## config.mk

```make
export PLATFORM = sky130hd
export DESIGN_NAME = mux_sel_arbiter
export DESIGN_NICKNAME = d
export VERILOG_FILES = /design/src/rtl/mux_sel_arbiter_pkg.sv /design/src/rtl/rr_pick.sv /design/src/rtl/mux_sel_arbiter.sv
export SDC_FILE = /design/constraint.sdc
export NUM_CORES = 1
export LEC_CHECK = 0
export BUFFER_PORTS_ARGS = -buffer_cell sky130_fd_sc_hd__buf_2
export CORE_ASPECT_RATIO = 0.9
export CORE_MARGIN = 4
export CORE_UTILIZATION = 54
export CTS_CLUSTER_DIAMETER = 30
export DETAILED_ROUTE_END_ITERATION = 8
export PLACE_DENSITY = 0.8
export SETUP_SLACK_MARGIN = 0.5
export SYNTH_ARGS = -nofsm -noshare
export SYNTH_HDL_FRONTEND = slang
export SYNTH_SLANG_ARGS = --single-unit
```

## constraint.sdc

```tcl
create_clock -name clk -period 2.05 [get_ports clk]
set_input_delay 0.1025 -clock clk [delete_from_list [all_inputs] [get_ports clk]]
set_output_delay 0.1025 -clock clk [all_outputs]
set_load 0.005 [all_outputs]
```

## src/rtl/mux_sel_arbiter_pkg.sv

```systemverilog
// Shared definitions for the mux select arbiter: channel count, select width,
// FSM states and the default hold limit.
package mux_sel_arbiter_pkg;

  localparam int NUM_CH       = 4;
  localparam int SEL_W        = 2;
  localparam int MAX_HOLD_DEF = 8;

  typedef enum logic {
    IDLE,
    GRANT
  } state_t;

  function automatic logic [NUM_CH-1:0] onehot(input logic [SEL_W-1:0] idx);
    onehot      = '0;
    onehot[idx] = 1'b1;
  endfunction

endpackage

```

## src/rtl/rr_pick.sv

```systemverilog
// Combinational round-robin search: first set request after ptr, wrapping,
// with ptr itself checked last.
module rr_pick
  import mux_sel_arbiter_pkg::*;
(
  input  logic [NUM_CH-1:0] req,
  input  logic [SEL_W-1:0]  ptr,
  output logic [SEL_W-1:0]  idx,
  output logic              any
);

  logic [SEL_W-1:0] cand;

  // Walk offsets from farthest to nearest so the nearest hit wins.
  always_comb begin
    idx  = '0;
    any  = 1'b0;
    cand = '0;
    for (int i = NUM_CH; i >= 1; i--) begin
      cand = ptr + SEL_W'(i);
      if (req[cand]) begin
        idx = cand;
        any = 1'b1;
      end
    end
  end

endmodule

```

## src/rtl/mux_sel_arbiter.sv

```systemverilog
// Round-robin arbiter driving the 4:1 mux selects, with a bounded hold time
// per owner whenever another channel is waiting.
module mux_sel_arbiter
  import mux_sel_arbiter_pkg::*;
#(
  parameter int MAX_HOLD = MAX_HOLD_DEF
) (
  input  logic              clk,
  input  logic              rst_n,
  input  logic [NUM_CH-1:0] REQ,
  output logic              S1,
  output logic              S0,
  output logic [NUM_CH-1:0] GNT,
  output logic              VALID
);

  localparam logic [7:0] HOLD_LAST = 8'(MAX_HOLD - 1);

  state_t           state, state_n;
  logic [SEL_W-1:0] owner, owner_n;
  logic [SEL_W-1:0] ptr, ptr_n;
  logic [7:0]       hold_cnt, hold_n;
  logic [SEL_W-1:0] pick_ptr, pick_idx;
  logic             pick_any, others_req, rel;

  // While granted the search starts after the current owner, so the owner
  // is considered last and never wins its own re-grant under contention.
  assign pick_ptr   = (state == GRANT) ? owner : ptr;
  assign others_req = |(REQ & ~onehot(owner));

  rr_pick u_pick (
    .req (REQ),
    .ptr (pick_ptr),
    .idx (pick_idx),
    .any (pick_any)
  );

  always_ff @(posedge clk or negedge rst_n) begin
    if (!rst_n) begin
      state    <= IDLE;
      owner    <= '0;
      ptr      <= 2'd3;
      hold_cnt <= '0;
    end else begin
      state    <= state_n;
      owner    <= owner_n;
      ptr      <= ptr_n;
      hold_cnt <= hold_n;
    end
  end

  always_comb begin
    state_n = state;
    owner_n = owner;
    ptr_n   = ptr;
    hold_n  = hold_cnt;
    rel     = 1'b0;
    case (state)
      IDLE: begin
        if (pick_any) begin
          state_n = GRANT;
          owner_n = pick_idx;
          hold_n  = '0;
        end
      end
      GRANT: begin
        rel = !REQ[owner] || ((hold_cnt == HOLD_LAST) && others_req);
        if (rel) begin
          ptr_n  = owner;
          hold_n = '0;
          if (others_req) begin
            owner_n = pick_idx;
          end else begin
            state_n = IDLE;
          end
        end else begin
          // A lone owner never expires; the counter just wraps.
          hold_n = (hold_cnt == HOLD_LAST) ? '0 : hold_cnt + 8'd1;
        end
      end
      default: state_n = IDLE;
    endcase
  end

  // Outputs decode straight from flops; selects keep the last owner when idle.
  assign GNT     = (state == GRANT) ? onehot(owner) : '0;
  assign VALID   = (state == GRANT);
  assign {S1, S0} = owner;

endmodule

```

# Yosys cells after proc, flatten, opt, wreduce, memory -nomap -nowiden
# Cells that the tools add are included.
# Widths: inputs -> output; s select.
# word_totals
ff_bits	13
inputBits	6
output_inout_bits	7
elab_cells	62
# op_classes
addsub	4
magnitude_cmp	6
n_eq_ne	4
mux	34
bitwise_logic	3
n_reduce_logical	7
# op_table
op	count
$mux 8	3
$mux 2	8
$pmux 8 s2	1
$lt 2x3->1 const B	5
$mux 1	13
$bmux 1 s2	5
$add 8x1->8 const B	1
$eq 8x3->1 const B	1
$add 2x2->2 const B	2
$and 4x4->4	1
$mux 4	1
$ne 2x1->1 const B	2
$not 4->4	1
$pmux 2 s2	1
$reduce_or 4->1	1
$reduce_and 3->1	1
$add 2x1->2 const B	1
$demux 1 s2	1
$ge 2x1->1 const B	1
$logic_and 1x1->1	2
$ne 2x2->1 const B	1
$pmux 1 s2	1
$reduce_and 2->1	1
$logic_not 1->1	1
2 further kinds	2

# Longest topological paths before layout
# depth
ltp_word	11
ltp_mapped	7
mapped_depth_nobuf	5

# By module
# From an unflattened synthesis, not the netlist that was laid out.
# unflattened
cells_unflattened	113
area_unflattened_um2	952.2
# by_module_without_submodules
module	instances	cells_per_inst	area_per_inst_um2	seq_area_each_um2
mux_sel_arbiter	1	99	860.8	327.8
rr_pick	1	14	91.3	0.0

# Least setup slack after synthesis
# No wires, ideal clock.
# synth_path
path_kind	reg-to-reg
from	reg owner[0]
to	reg ptr[0]
setup_time_ns	0.082
arrival_ns	1.753
required_ns	1.968
setup_slack_ns	0.215
stages_incl_launch_ff	7
path_buffers	1
synth_period_minus_slack_ns	1.835
cell_sequence	dfrtp_1 > buf_6 > or4b_1 > o22ai_2 > o31ai_1 > nand2_1 > mux2_2
# synth_between
elab_chain_len	10
word_cells_on_any_way	14
classes_between	2 x order compare; 4 x mux; 2 x bitwise; 6 x reduce/logical
# synth_lines
element	line	rtl
from (decl)	mux_sel_arbiter.sv:20	logic [SEL_W-1:0] owner, owner_n;
from (signal assigned)	mux_sel_arbiter.sv:46	owner <= owner_n;
$lt 2x3->1 (implied by the code) / $ge 2x1->1 (equally long branches)	mux_sel_arbiter_pkg.sv:16	onehot[idx] = 1'b1;
$logic_and 1x1->1 (implied by the code)	mux_sel_arbiter_pkg.sv:16	
$mux 1 (implied by the code)	mux_sel_arbiter_pkg.sv:16	
$demux 1 s2	mux_sel_arbiter_pkg.sv:16	
$not 4->4	mux_sel_arbiter.sv:29	assign others_req = |(REQ & ~onehot(owner));
$and 4x4->4	mux_sel_arbiter.sv:29	
$reduce_or 4->1	mux_sel_arbiter.sv:29	
$logic_and 1x1->1	mux_sel_arbiter.sv:67	rel = !REQ[owner] || ((hold_cnt == HOLD_LAST) && others_req);
$logic_or 1x1->1	mux_sel_arbiter.sv:67	
$reduce_and 2->1 (no line)	-	
to (signal assigned)	mux_sel_arbiter.sv:47	ptr <= ptr_n;
to (decl)	mux_sel_arbiter.sv:21	logic [SEL_W-1:0] ptr, ptr_n;
# Several ways; a longest one is shown, not always the timed one. The select of a mux whose other input is x is not followed.
# A chain may end at the register's enable or synchronous reset.

# Worst setup path after layout
# Ends and elaborated chain as after synthesis.

==> summary.txt <==
Post-synth EDFFs -> 0
Slowest cell on crit path -> or4b_4
First-pass GRT wire length -> 3864 µm
Gpl congestion -> 0.8388
Crit Path Class -> reg -> reg
Count of cell types in the netlist -> 38
Critical path data arrival time -> 2.02 ns
Register area share after synthesis -> 38.08%
Fin nets -> 119
Die area -> 0.002298 mm²
Worst r2r src -> owner[0]
Final setup viols -> 0
CP endpoint kind -> register
Commonest non-fill, non-tap cell in the layout -> buf_2
Area Growth Syn to Fin -> 28.20%
Total CTS buffers -> 3
Vias in the first global route -> 798
Crit path launch -> owner[0]
Avg Vias per Cell -> 6.218
Peak Freq -> 552.3 MHz
DR WL/cell -> 18.84 µm
Largest net degree at the start of global routing -> 14
Pwr Density -> 1256 mW/mm²
P_leak -> 0.4950 nW
TNS Setup -> 0 ns
Total inserted antenna cells -> 0
Status -> completed
H-tree depth -> 1
RSZ-0062 raised after global routing -> yes
Worst-path cell chain -> or4b_4, o22ai_4, o31ai_1, nand2_1, mux2_2
Clk sinks -> 13
Starting Density -> 58.16%
CP delay by family, top -> simple AND/OR/NAND/NOR gates
Top_reg_cell synth -> dfrtp_1
Final HPWL DP -> 1442 µm
Die Y -> 45.88 µm
Worst-skew pair later-pin latency -> 0.28 ns
Clock root buffer master -> clkbuf_4
Post-synthesis average cell area -> 9.895 µm²
Final Hold Vio Count -> 0
# rows -> 13
Sequential Area -> 330.3 µm²
Syn Nets -> 94
Flop and latch count out of synthesis -> 13
Ports -> 13
Pre-CTS WS -> 0.1484 ns
Post-Syn Area -> 860.8 µm²
Clock transition at path regs -> 0.09 ns
Worst setup SP type -> register
HP Class -> in -> async
Share of cells above drive strength 1 -> 47.75%
FFs w/ async S/R, synth -> 100.0%
IO Port Bufs -> 12
Initial DRC Count -> 25
Longest Clk Path Bufs -> 2
DR DRC count -> 0
Multi-input gate area -> 563.0 µm²
CTS tree -> done
Minimum clock period -> 1.811 ns
Max-cap violation count -> 0
DR pass1 iterations -> 4
Via Count -> 827
WP data required -> 2.26 ns
Worst slew pin tran -> 0.4974 ns
Tot GR Track Use -> 23.63%
Period Utilization, post-route -> 88.33%
Slowest stage delay, CP -> 0.52 ns
Buf/Inv on CP -> 0
Worst Slack Setup Final -> 0.2393 ns
Antenna Violating Nets Remaining -> 0
Die Wd -> 50.09 µm
Setup Skew -> 0.008541 ns
Core area -> 0.001480 mm²
Syn Inst Count -> 87
Crit path max fanout -> 5
FILL cells -> 103
R2r setup slk -> 0.24 ns
Yosys warns -> 0
Commonest non-fill, non-tap cells in the layout -> 12 x buf_2, 9 x dfrtp_1, 9 x buf_4
GRT overflow -> 0
Wirelength, routed -> 2506 µm
Slew HR -> 66.57%
Peak supply drop -> 0.6806 mV
Antenna violations before repair -> 0
Fin. max-slew vios -> 0
-- flip-flops by register name, summed over array words and instances (netlist names) --
signal and flops:
hold_cnt 8, owner 2, VALID 1, ptr 2
-- routing by layer --
metal | GRT usage (%) | part of all wire [%]
met1 | 28.83 | 40
met4 | 15.47 | 3.7
met5 | 0 | 0
met2 | 39.06 | 48
met3 | 3.934 | 8.5
-- cells by family after synthesis --
logic type | synth area share (%)
mux | 11.63
buf+inv | 4.505
xor+xnor | 2.035
simple gates | 21.66
fa+ha+maj | 1.453
compound gates | 20.64
flops | 38.08
-- metrics by stage --
stage | instances | hold WS [ns] | area, µm² | util [%] | power [mW]
2_1_floorplan | 87 | -0.1931 | 873.3 | - | 0.8910
5_1_grt | 133 | 0.2611 | 1104 | 74.56 | 1.463
4_1_cts | 132 | 0.2313 | 1085 | 73.29 | 1.312
6_report | 133 | 0.2281 | 1104 | 74.56 | 1.386
3_3_place_gp | 118 | -0.001454 | 935.9 | 63.23 | 0.9824
3_5_place_dp | 118 | 0.003573 | 935.9 | 63.23 | 1.009
-- report_power, final --
part | switching (mW) | internal [mW] | total (mW)
clock network | 0.0913 | 0.0755 | 0.167
logic | 0.405 | 0.405 | 0.810
registers | 0.0661 | 0.343 | 0.409
-- cells in the mapped netlist, types with 3 or more instances --
cell type	instances	area [µm²]
a22o_1	3	26.28
nand2b_1	3	18.77
dfrtp_1	11	275.3
and3_1	3	18.77
a31oi_1	5	31.28
mux2_2	6	67.56
a21oi_1	8	40.04
nand2_1	4	15.01
nor2_1	5	18.77
o21ai_0	3	15.01
-- what timing repair did --
action                                  4_1_cts  5_1_grt
gates resized for setup                      11        3
setup buffers                                 8        1
endpoints found under the setup margin       13       14
hold buffers                                  1        0
pin swaps                                     7        3
cloned                                        1        0
endpoints found under the hold margin        13        0
-- area by class of cell --
class / instances / share of cell area (%)
repair buffers: 23 / 13.49
multi-input cells: 69 / 51.02
clock buffers: 4 / 2.381
well taps: 22 / 2.494
flip-flops and latches: 13 / 29.93
inverters: 2 / 0.6803
-- path summary, 6_finish.rpt --
check / to / depth (start not counted)
max: ptr[0] / 5
max in group asynchronous: ptr[0] / 2
min reg2reg: hold_cnt[1] / 1
max reg2reg: ptr[0] / 5
min: owner[1] / 2
min in group clk: owner[1] / 3
(Power assumes the default switching activity.)
